<file path="src/rtl/sha256_padder_pkg.sv">
// Shared definitions for the SHA-256 message padder: sequencer states and
// the fixed constants of the padding layout.
package sha256_pkg;

    typedef enum logic [2:0] {
        ST_IDLE  = 3'd0,
        ST_DATA  = 3'd1,
        ST_PAD80 = 3'd2,
        ST_ZERO  = 3'd3,
        ST_LEN   = 3'd4,
        ST_DRAIN = 3'd5
    } sha256_state_e;

    localparam logic [7:0] SHA256_PAD_BYTE      = 8'h80;
    localparam logic [5:0] SHA256_LEN_POS       = 6'd56;
    localparam int         SHA256_WORDS_PER_BLK = 32;

endpackage

</file>
<file path="src/rtl/sha256_padder_if.sv">
// Byte-in / 16-bit-word-out streaming bus of the SHA-256 padder.
// slave is the padder side, master is the producer/consumer side.
interface sha256_padder_if;

    logic        in_valid;
    logic        in_ready;
    logic [7:0]  in_data;
    logic        in_keep;
    logic        in_last;
    logic        out_valid;
    logic        out_ready;
    logic [15:0] out_data;
    logic        out_first;
    logic        out_blk_last;
    logic        out_msg_last;

    modport slave (
        input  in_valid, in_data, in_keep, in_last, out_ready,
        output in_ready, out_valid, out_data, out_first, out_blk_last, out_msg_last
    );

    modport master (
        output in_valid, in_data, in_keep, in_last, out_ready,
        input  in_ready, out_valid, out_data, out_first, out_blk_last, out_msg_last
    );

endinterface

</file>
<file path="src/rtl/sha256_padder_pack16.sv">
// Byte-to-word packer: an even-position byte waits in the holding register,
// the following odd-position byte completes the word in the output register
// together with its framing flags.
module sha256_pack16 (
    input  logic        clk,
    input  logic        rst_n,
    input  logic        byte_vld,
    input  logic        byte_odd,
    input  logic [7:0]  byte_data,
    input  logic        flag_first,
    input  logic        flag_blk_last,
    input  logic        flag_msg_last,
    input  logic        out_ready,
    output logic        can_accept,
    output logic        out_valid,
    output logic [15:0] out_data,
    output logic        out_first,
    output logic        out_blk_last,
    output logic        out_msg_last
);

    logic [7:0] hold_r;
    logic       hold_vld_r;

    // An even byte only needs the holding register; an odd byte needs the output register
    assign can_accept = !hold_vld_r || !out_valid || out_ready;

    // Holding/output registers; the word and flags stay frozen until consumed
    always_ff @(posedge clk or negedge rst_n) begin
        if (!rst_n) begin
            hold_r       <= 8'h00;
            hold_vld_r   <= 1'b0;
            out_valid    <= 1'b0;
            out_data     <= 16'h0000;
            out_first    <= 1'b0;
            out_blk_last <= 1'b0;
            out_msg_last <= 1'b0;
        end else begin
            if (byte_vld && !byte_odd) begin
                hold_r     <= byte_data;
                hold_vld_r <= 1'b1;
            end
            if (byte_vld && byte_odd) begin
                out_data     <= {hold_r, byte_data};
                out_valid    <= 1'b1;
                out_first    <= flag_first;
                out_blk_last <= flag_blk_last;
                out_msg_last <= flag_msg_last;
                hold_vld_r   <= 1'b0;
            end else if (out_valid && out_ready) begin
                out_valid <= 1'b0;
            end
        end
    end

endmodule

</file>
<file path="src/rtl/sha256_padder.sv">
// SHA-256 padder: passes message bytes through, then appends 0x80, zero fill
// up to block position 56 and the 64-bit big-endian bit length, emitting
// everything as 16-bit words. LEN_W must not exceed 61.
module sha256_padder
    import sha256_pkg::*;
#(
    parameter int LEN_W = 32
) (
    input  logic            clk,
    input  logic            rst_n,
    input  logic            start,
    sha256_padder_if.slave  bus,
    output logic            busy,
    output logic            err
);

    sha256_state_e    state_r;
    logic [5:0]       pos_r;
    logic [LEN_W-1:0] cnt_r;
    logic [2:0]       len_idx_r;
    logic             first_blk_r;

    logic             can_accept_s;
    logic             accept_s;
    logic             prod_s;
    logic [7:0]       prod_byte_s;
    logic [5:0]       pos_next_s;
    logic [63:0]      len64_s;
    logic [7:0]       len_byte_s;

    assign pos_next_s = pos_r + 6'd1;
    assign len64_s    = 64'({cnt_r, 3'b000});
    // Length byte 0 is the MSB: index 0 selects bits 63..56, index 7 bits 7..0
    assign len_byte_s = len64_s[{~len_idx_r, 3'b111} -: 8];
    assign bus.in_ready = (state_r == ST_DATA) && can_accept_s;

    // Byte source selection: at most one byte per cycle, only when the packer can take it
    always_comb begin
        accept_s    = 1'b0;
        prod_s      = 1'b0;
        prod_byte_s = 8'h00;
        case (state_r)
            ST_DATA: begin
                accept_s    = bus.in_valid && can_accept_s;
                prod_s      = accept_s && bus.in_keep;
                prod_byte_s = bus.in_data;
            end
            ST_PAD80: begin
                prod_s      = can_accept_s;
                prod_byte_s = SHA256_PAD_BYTE;
            end
            ST_ZERO: begin
                prod_s      = can_accept_s;
                prod_byte_s = 8'h00;
            end
            ST_LEN: begin
                prod_s      = can_accept_s;
                prod_byte_s = len_byte_s;
            end
            default: begin
                accept_s    = 1'b0;
                prod_s      = 1'b0;
                prod_byte_s = 8'h00;
            end
        endcase
    end

    // Message sequencing: state, block position, byte count and sticky wrap error
    always_ff @(posedge clk or negedge rst_n) begin
        if (!rst_n) begin
            state_r     <= ST_IDLE;
            pos_r       <= 6'd0;
            cnt_r       <= '0;
            len_idx_r   <= 3'd0;
            first_blk_r <= 1'b0;
            busy        <= 1'b0;
            err         <= 1'b0;
        end else begin
            if (prod_s) begin
                pos_r <= pos_next_s;
                if (pos_r == 6'd63) begin
                    first_blk_r <= 1'b0;
                end
            end
            case (state_r)
                ST_IDLE: begin
                    if (start) begin
                        state_r     <= ST_DATA;
                        busy        <= 1'b1;
                        pos_r       <= 6'd0;
                        cnt_r       <= '0;
                        len_idx_r   <= 3'd0;
                        first_blk_r <= 1'b1;
                        err         <= 1'b0;
                    end
                end
                ST_DATA: begin
                    if (accept_s) begin
                        if (bus.in_keep) begin
                            cnt_r <= cnt_r + LEN_W'(1);
                            if (&cnt_r) begin
                                err <= 1'b1;
                            end
                        end
                        if (bus.in_last) begin
                            state_r <= ST_PAD80;
                        end
                    end
                end
                ST_PAD80: begin
                    if (prod_s) begin
                        state_r <= (pos_next_s == SHA256_LEN_POS) ? ST_LEN : ST_ZERO;
                    end
                end
                ST_ZERO: begin
                    if (prod_s && (pos_next_s == SHA256_LEN_POS)) begin
                        state_r <= ST_LEN;
                    end
                end
                ST_LEN: begin
                    if (prod_s) begin
                        len_idx_r <= len_idx_r + 3'd1;
                        if (len_idx_r == 3'd7) begin
                            state_r <= ST_DRAIN;
                        end
                    end
                end
                ST_DRAIN: begin
                    if (bus.out_valid && bus.out_ready && bus.out_msg_last) begin
                        state_r <= ST_IDLE;
                        busy    <= 1'b0;
                    end
                end
                default: begin
                    state_r <= ST_IDLE;
                    busy    <= 1'b0;
                end
            endcase
        end
    end

    sha256_pack16 u_pack (
        .clk           (clk),
        .rst_n         (rst_n),
        .byte_vld      (prod_s),
        .byte_odd      (pos_r[0]),
        .byte_data     (prod_byte_s),
        .flag_first    (first_blk_r && (pos_r == 6'd1)),
        .flag_blk_last (pos_r == 6'd63),
        .flag_msg_last ((state_r == ST_LEN) && (len_idx_r == 3'd7)),
        .out_ready     (bus.out_ready),
        .can_accept    (can_accept_s),
        .out_valid     (bus.out_valid),
        .out_data      (bus.out_data),
        .out_first     (bus.out_first),
        .out_blk_last  (bus.out_blk_last),
        .out_msg_last  (bus.out_msg_last)
    );

endmodule
</file>
<file path="src/flat_wrapper.sv">
// flat-port wrapper written by rule: the top's interface ports become plain ports
module sha256_padder_flat import sha256_pkg::*;
#(
    parameter int LEN_W = 32
)
  (clk, rst_n, start, busy, err, bus_in_valid, bus_in_data, bus_in_keep, bus_in_last, bus_out_ready, bus_in_ready, bus_out_valid, bus_out_data, bus_out_first, bus_out_blk_last, bus_out_msg_last);
  sha256_padder_if bus_i ();
  input  logic clk;
  input  logic rst_n;
  input  logic start;
  output logic busy;
  output logic err;
  input wire logic [$bits(bus_i.in_valid)-1:0] bus_in_valid;
  input wire logic [$bits(bus_i.in_data)-1:0] bus_in_data;
  input wire logic [$bits(bus_i.in_keep)-1:0] bus_in_keep;
  input wire logic [$bits(bus_i.in_last)-1:0] bus_in_last;
  input wire logic [$bits(bus_i.out_ready)-1:0] bus_out_ready;
  output wire logic [$bits(bus_i.in_ready)-1:0] bus_in_ready;
  output wire logic [$bits(bus_i.out_valid)-1:0] bus_out_valid;
  output wire logic [$bits(bus_i.out_data)-1:0] bus_out_data;
  output wire logic [$bits(bus_i.out_first)-1:0] bus_out_first;
  output wire logic [$bits(bus_i.out_blk_last)-1:0] bus_out_blk_last;
  output wire logic [$bits(bus_i.out_msg_last)-1:0] bus_out_msg_last;
  assign bus_i.in_valid = bus_in_valid;
  assign bus_i.in_data = bus_in_data;
  assign bus_i.in_keep = bus_in_keep;
  assign bus_i.in_last = bus_in_last;
  assign bus_i.out_ready = bus_out_ready;
  assign bus_in_ready = bus_i.in_ready;
  assign bus_out_valid = bus_i.out_valid;
  assign bus_out_data = bus_i.out_data;
  assign bus_out_first = bus_i.out_first;
  assign bus_out_blk_last = bus_i.out_blk_last;
  assign bus_out_msg_last = bus_i.out_msg_last;
  sha256_padder #(.LEN_W(LEN_W)) u_core (.clk(clk), .rst_n(rst_n), .start(start), .bus(bus_i), .busy(busy), .err(err));
endmodule
</file>
<file path="config.mk">
export PLATFORM = sky130hd
export DESIGN_NAME = sha256_padder_flat
export DESIGN_NICKNAME = d
export VERILOG_FILES = /design/src/rtl/sha256_padder_pkg.sv /design/src/rtl/sha256_padder_if.sv /design/src/rtl/sha256_padder_pack16.sv /design/src/rtl/sha256_padder.sv /design/src/flat_wrapper.sv
export SDC_FILE = /design/constraint.sdc
export NUM_CORES = 1
export LEC_CHECK = 0
export BUFFER_PORTS_ARGS = -buffer_cell sky130_fd_sc_hd__buf_2
export CAP_MARGIN = 20
export CORE_ASPECT_RATIO = 0.75
export CORE_MARGIN = 10
export CORE_UTILIZATION = 47
export DETAILED_ROUTE_END_ITERATION = 8
export PLACE_DENSITY = 0.66
export SYNTH_ARGS = -nofsm -noshare
export SYNTH_HDL_FRONTEND = slang
export SYNTH_HIERARCHICAL = 1
export SYNTH_SLANG_ARGS = --single-unit
</file>
<file path="constraint.sdc">
create_clock -name clk -period 2.7 [get_ports clk]
set_clock_uncertainty 0.05 [all_clocks]
set_input_delay 0.675 -clock clk [delete_from_list [all_inputs] [get_ports clk]]
set_output_delay 0.675 -clock clk [all_outputs]
set_load 0.03 [all_outputs]
</file>
# --- After elaboration in Yosys (flattened, before gate mapping) ---
# Cells that the tools add are included.
totals:
  regBits: 76
  inputBits: 15
  out_inout_bits: 23
op_classes:
  add_sub_neg: 3
  n_eq_ne: 19
  n_shift: 1
  muxes: 39
  bitwise_logic: 2
  reduce_logical: 28
ops:
  columns: ["cell", "count"]
  rows:
  - ["two-way mux 32 bit", 3]
  - ["indexed part select 71 x 7 -> 8 bit", 1]
  - ["case mux 32 bit (2 select lines)", 1]
  - ["two-way mux 3 bit", 11]
  - ["adder 32 x 1 -> 32 bit, second input constant", 1]
  - ["AND reduction 32 bit", 1]
  - ["case mux 8 bit (3 select lines)", 1]
  - ["two-way mux 6 bit", 3]
  - ["case mux 3 bit (6 select lines)", 1]
  - ["two-way mux 1 bit", 15]
  - ["equality test 6 bit, second input constant", 2]
  - ["inequality test 2 x 1 -> 1 bit, second input constant", 6]
  - ["logical AND 1 bit", 10]
  - ["equality test 3 bit, second input constant", 3]
  - ["inequality test 2 bit, second input constant", 4]
  - ["AND reduction 8 bit", 1]
  - ["nonzero test 2 bit", 4]
  - ["adder 6 x 1 -> 6 bit, second input constant", 1]
  - ["equality test 3 x 2 -> 1 bit, second input constant", 2]
  - ["equality test 6 x 1 -> 1 bit, second input constant", 1]
  - ["case mux 3 bit (2 select lines)", 1]
  - ["AND reduction 3 bit", 2]
  - ["AND reduction 5 bit", 1]
  - ["case mux 1 bit (2 select lines)", 2]
  - ["other kinds (11)", 14]

# --- Longest topological paths before layout ---
depth:
  depth_word: 9
  depth_mapped: 7

# --- Cells and area by module ---
# Netlist, hierarchy kept.
modules_own_cells:
  columns: ["mod", "n_inst", "cells_each", "area_per_inst_um2", "seq_area_each_um2"]
  rows:
  - ["sha256_padder", 1, 301, 2949.1, 1176.1]
  - ["sha256_pack16", 1, 65, 1131.1, 725.7]

# --- Least setup slack after synthesis ---
# No wires, ideal clock.
synth_timing:
  kind: "input -> register"
  startpoint: "in bus_out_ready"
  endpoint: "reg u_core.cnt_r[17]"
  setup_time_ns: 0.132
  arrival_ns: 1.960
  required_time_ns: 2.518
  slack_ns: 0.558
  path_stages: 7
  n_path_buf: 1
  cell_sequence: "nand3b_1 -> and4bb_4 -> a31oi_4 -> buf_6 -> nor4b_2 -> xnor2_1 -> nor2_1"
synth_via:
  elab_chain_len: 5
synth_rtl:
  columns: ["element", "line_no", "rtl"]
  rows:
  - ["from (decl)", "flat_wrapper.sv:17", "input wire logic [$bits(bus_i.out_ready)-1:0] bus_out_ready;"]
  - ["logical OR 1 bit", "sha256_padder_pack16.sv:26", "assign can_accept = !hold_vld_r || !out_valid || out_ready;"]
  - ["logical AND 1 bit", "sha256_padder.sv:44", "accept_s = bus.in_valid && can_accept_s;"]
  - ["two-way mux 1 bit", "sha256_padder.sv:42", "case (state_r)"]
  - ["inequality test 2 x 1 -> 1 bit (no source line)", null, null]
  - ["AND reduction 4 bit (no source line)", null, null]
  - ["to (signal assigned)", "sha256_padder.sv:100", "cnt_r <= cnt_r + LEN_W'(1);"]
  - ["to (decl)", "sha256_padder.sv:19", "logic [LEN_W-1:0] cnt_r;"]
# No other way between the ends.
# A chain may end at the register's enable or synchronous reset.

# --- Worst setup path in the final report ---
layout_timing:
  startpoint: "reg u_core.state_r[2]"
  endpoint: "out bus_in_ready"
layout_via:
  elab_chain_len: 2
layout_rtl:
  columns: ["element", "line_no", "rtl"]
  rows:
  - ["from (decl)", "sha256_padder.sv:17", "sha256_state_e state_r;"]
  - ["from (signal assigned)", "sha256_padder.sv:112", "state_r <= (pos_next_s == SHA256_LEN_POS) ? ST_LEN : ST_ZERO;"]
  - ["equality test 3 x 1 -> 1 bit", "sha256_padder.sv:35", "assign bus.in_ready = (state_r == ST_DATA) && can_accept_s;"]
  - ["logical AND 1 bit", "sha256_padder.sv:35", null]
  - ["to (decl)", "flat_wrapper.sv:18", "output wire logic [$bits(bus_i.in_ready)-1:0] bus_in_ready;"]
# No other way between the ends.

==> impl_metrics.env <==
export IMPL_cts_resized=0
export IMPL_synth_top_area_share_pct=46.61
export IMPL_cts_hold_buffers_added=0
export IMPL_vias=2948
export IMPL_worst_pin_slew_ps=594.8
export IMPL_fin_nets=422
export IMPL_p_per_area_nw_per_um2=884.0
export IMPL_rsz0062_at_grt="no"
export IMPL_async_flop_share_pct=100.0
export IMPL_synth_most_common_cell="dfrtp_1"
export IMPL_netlist_top_cells_count="dfrtp_1, nor2_1, nand2_1, xnor2_1, mux2_1"
export IMPL_yosysTopAreaCell="dfrtp_1"
export IMPL_viasPerCell=5.724
export IMPL_cts_buffers=9
export IMPL_drtPass1Iterations=4
export IMPL_cts_root_buf="clkbuf_16"
export IMPL_grt_util_all_layers_pct=15.04
export IMPL_maxCapViolCount=0
export IMPL_die_w_um=127.6
export IMPL_fin_crit_ps=2264
export IMPL_die_h_um=100.7
export IMPL_syn_area_sq_um=4080
export IMPL_synth_cell_types=51
export IMPL_fin_util_pct=55.85
export IMPL_synth_edff_count=0
export IMPL_drc=0
export IMPL_setup_violations=0
export IMPL_worstPathMaxFanout=15
export IMPL_design_core_area_sq_um=8454
export IMPL_crit_arrival_ps=1540
export IMPL_whs_ps=287.0
export IMPL_ant_nets=0
export IMPL_hpwl_um=6723
export IMPL_antennaDiodeCount=0
export IMPL_overflow=0
export IMPL_ys_seq_area_share_pct=46.61
export IMPL_cts_max_level=3
export IMPL_pin_count=38
export IMPL_start_util_pct=48.26
export IMPL_path_clk_slew_ps=60
export IMPL_clockBufferDepth=2
export IMPL_start_kind="register"
export IMPL_grt_pass1_wl_um=15400
export IMPL_avgRoutedWirePerCell_um=17.90
export IMPL_grt_max_degree=45
export IMPL_finalCritPeriodShare_pct=83.86
export IMPL_fin_setup_tns_ps=0
export IMPL_synth_ff_latch_count=76
export IMPL_totalWireLength_um=9221
export IMPL_drive_above_1_share_pct=23.34
export IMPL_hold_viol_final=0
export IMPL_drt_initial_drc_count=261
export IMPL_worst_setup_path_type="reg2out"
export IMPL_outcome="finished clean"
export IMPL_fmax_mhz=441.7
export IMPL_num_rows=29
export IMPL_synthTopCellsByArea="dfrtp_1, xnor2_1, mux2_1"
export IMPL_gp_congestion=0.8785
export IMPL_syn_inst=366
export IMPL_area_growth_pct=15.73
export IMPL_synthesis_nets=386
export IMPL_grtUsageMet3_pct=4.311
export IMPL_portBuffers=37
export IMPL_cellLeakagePower_nw=2.167
export IMPL_grt_use_met2_pct=20.46
export IMPL_end_kind="output pin"
export IMPL_ys_warnings_count=6
export IMPL_slew_limit_headroom_pct=60.34
export IMPL_cts_tree="yes"
export IMPL_critical_path_required_ps=1980
export IMPL_hold_path_class="in2async"
export IMPL_antenna_found_initial=0
export IMPL_max_vdd_ir_drop_mv=0.7324
export IMPL_synth_top_flop_cell="dfrtp_1"
export IMPL_clock_latency_ps=340
export IMPL_grtUsageMet1_pct=21.58
export IMPL_grt_pass1_vias=2900
export IMPL_busiest_layer="met1"
export IMPL_report_final_slew_viol_count=0
export IMPL_die_area_sq_um=12850
export IMPL_cts_sinks=76
export IMPL_post_cts_buffers=0
export IMPL_avgSynthCellArea_sq_um=11.15
-- power breakdown --
group          switching [mW]  total, mW  internal [mW]
logic                   0.647       1.14          0.490
registers               0.274       1.67           1.40
clock network           0.475       1.37          0.891
-- logic make-up after synthesis --
family,after synthesis,synth area share (%)
mux,38,12.66
flops,76,46.61
compound gates,43,7.176
simple gates,150,22.17
buf+inv,23,3.189
xor+xnor,31,6.654
fa+ha+maj,5,1.533
-- per-layer routing --
metal | up-vias | routed length, um
met5 | - | 0
met4 | 0 | 193
met2 | 61 | 3914
met1 | 1471 | 4653
li1 | 1397 | -
met3 | 19 | 459
-- stage by stage --
stage | std cells | setup slack (ps) | power (mW) | instance area, sq um
6_report | 515 | 435.9 | 4.174 | 4722
5_1_grt | 515 | 380.7 | 4.394 | 4722
4_1_cts | 515 | 432.5 | 4.211 | 4722
3_5_place_dp | 499 | 435.1 | 2.830 | 4378
3_3_place_gp | 499 | 457.7 | 2.804 | 4378
2_1_floorplan | 366 | 557.7 | 2.497 | 4080
-- cell type report --
type,count,area [sq um]
Tap cell,108,135.1
Clock inverter,4,77.57
Sequential cell,76,1902
Multi-Input combinational cell,267,2057
Clock buffer,12,266.5
Fill cell,735,3732
Timing Repair Buffer,45,272.8
Inverter,3,11.26
-- critical path, cell delays in order (launching register included) --
cell and delay, ps:
dfrtp_1 550, and4bb_4 430, buf_2 220
-- cell usage in the layout, fill, tap and decap left out, types with 7 or more instances in the layout --
master / instances
dfrtp_1: 76
nor2_1: 42
buf_2: 36
nand2_1: 26
xnor2_1: 23
mux2_1: 17
and3_1: 12
nand4_1: 11
a22oi_1: 10
nand3_1: 10
mux2_4: 10
clkbuf_16: 9
o21ai_0: 9
xor2_1: 8
nor4_2: 8
buf_4: 7
nor3_1: 7
a21oi_1: 7
-- flip-flops by register name, indices dropped and copies added (netlist names) --
register	flops
u_core/busy	1
u_core/cnt_r	32
u_core/err	1
u_core/first_blk_r	1
u_core/len_idx_r	3
u_core/pos_r	6
u_core/state_r	3
u_core/u_pack/hold_r	8
u_core/u_pack/hold_vld_r	1
u_core/u_pack/out_blk_last	1
u_core/u_pack/out_data	16
u_core/u_pack/out_first	1
u_core/u_pack/out_msg_last	1
u_core/u_pack/out_valid	1
-- path summary, 6_finish.rpt --
kind / endpoint / from / depth (start not counted) / slack, ps
min in group clk: u_core/u_pack/out_data[14]$_DFFE_PN0P_ / u_core/u_pack/hold_r[6]$_DFFE_PN0P_ / 1 / 430
max: bus_in_ready / u_core/state_r[2]$_DFFE_PN0P_ / 2 / 440
min: u_core/cnt_r[25]$_DFFE_PN0P_ / rst_n / 1 / 290
max reg2reg: u_core/u_pack/hold_r[5]$_DFFE_PN0P_ / u_core/len_idx_r[0]$_DFFE_PN0P_ / 4 / 650
min reg2reg: u_core/u_pack/out_data[14]$_DFFE_PN0P_ / u_core/u_pack/hold_r[6]$_DFFE_PN0P_ / 1 / 430
max in group asynchronous: u_core/u_pack/hold_r[5]$_DFFE_PN0P_ / rst_n / 2 / 1740
Power figures use the tool's default switching activity.
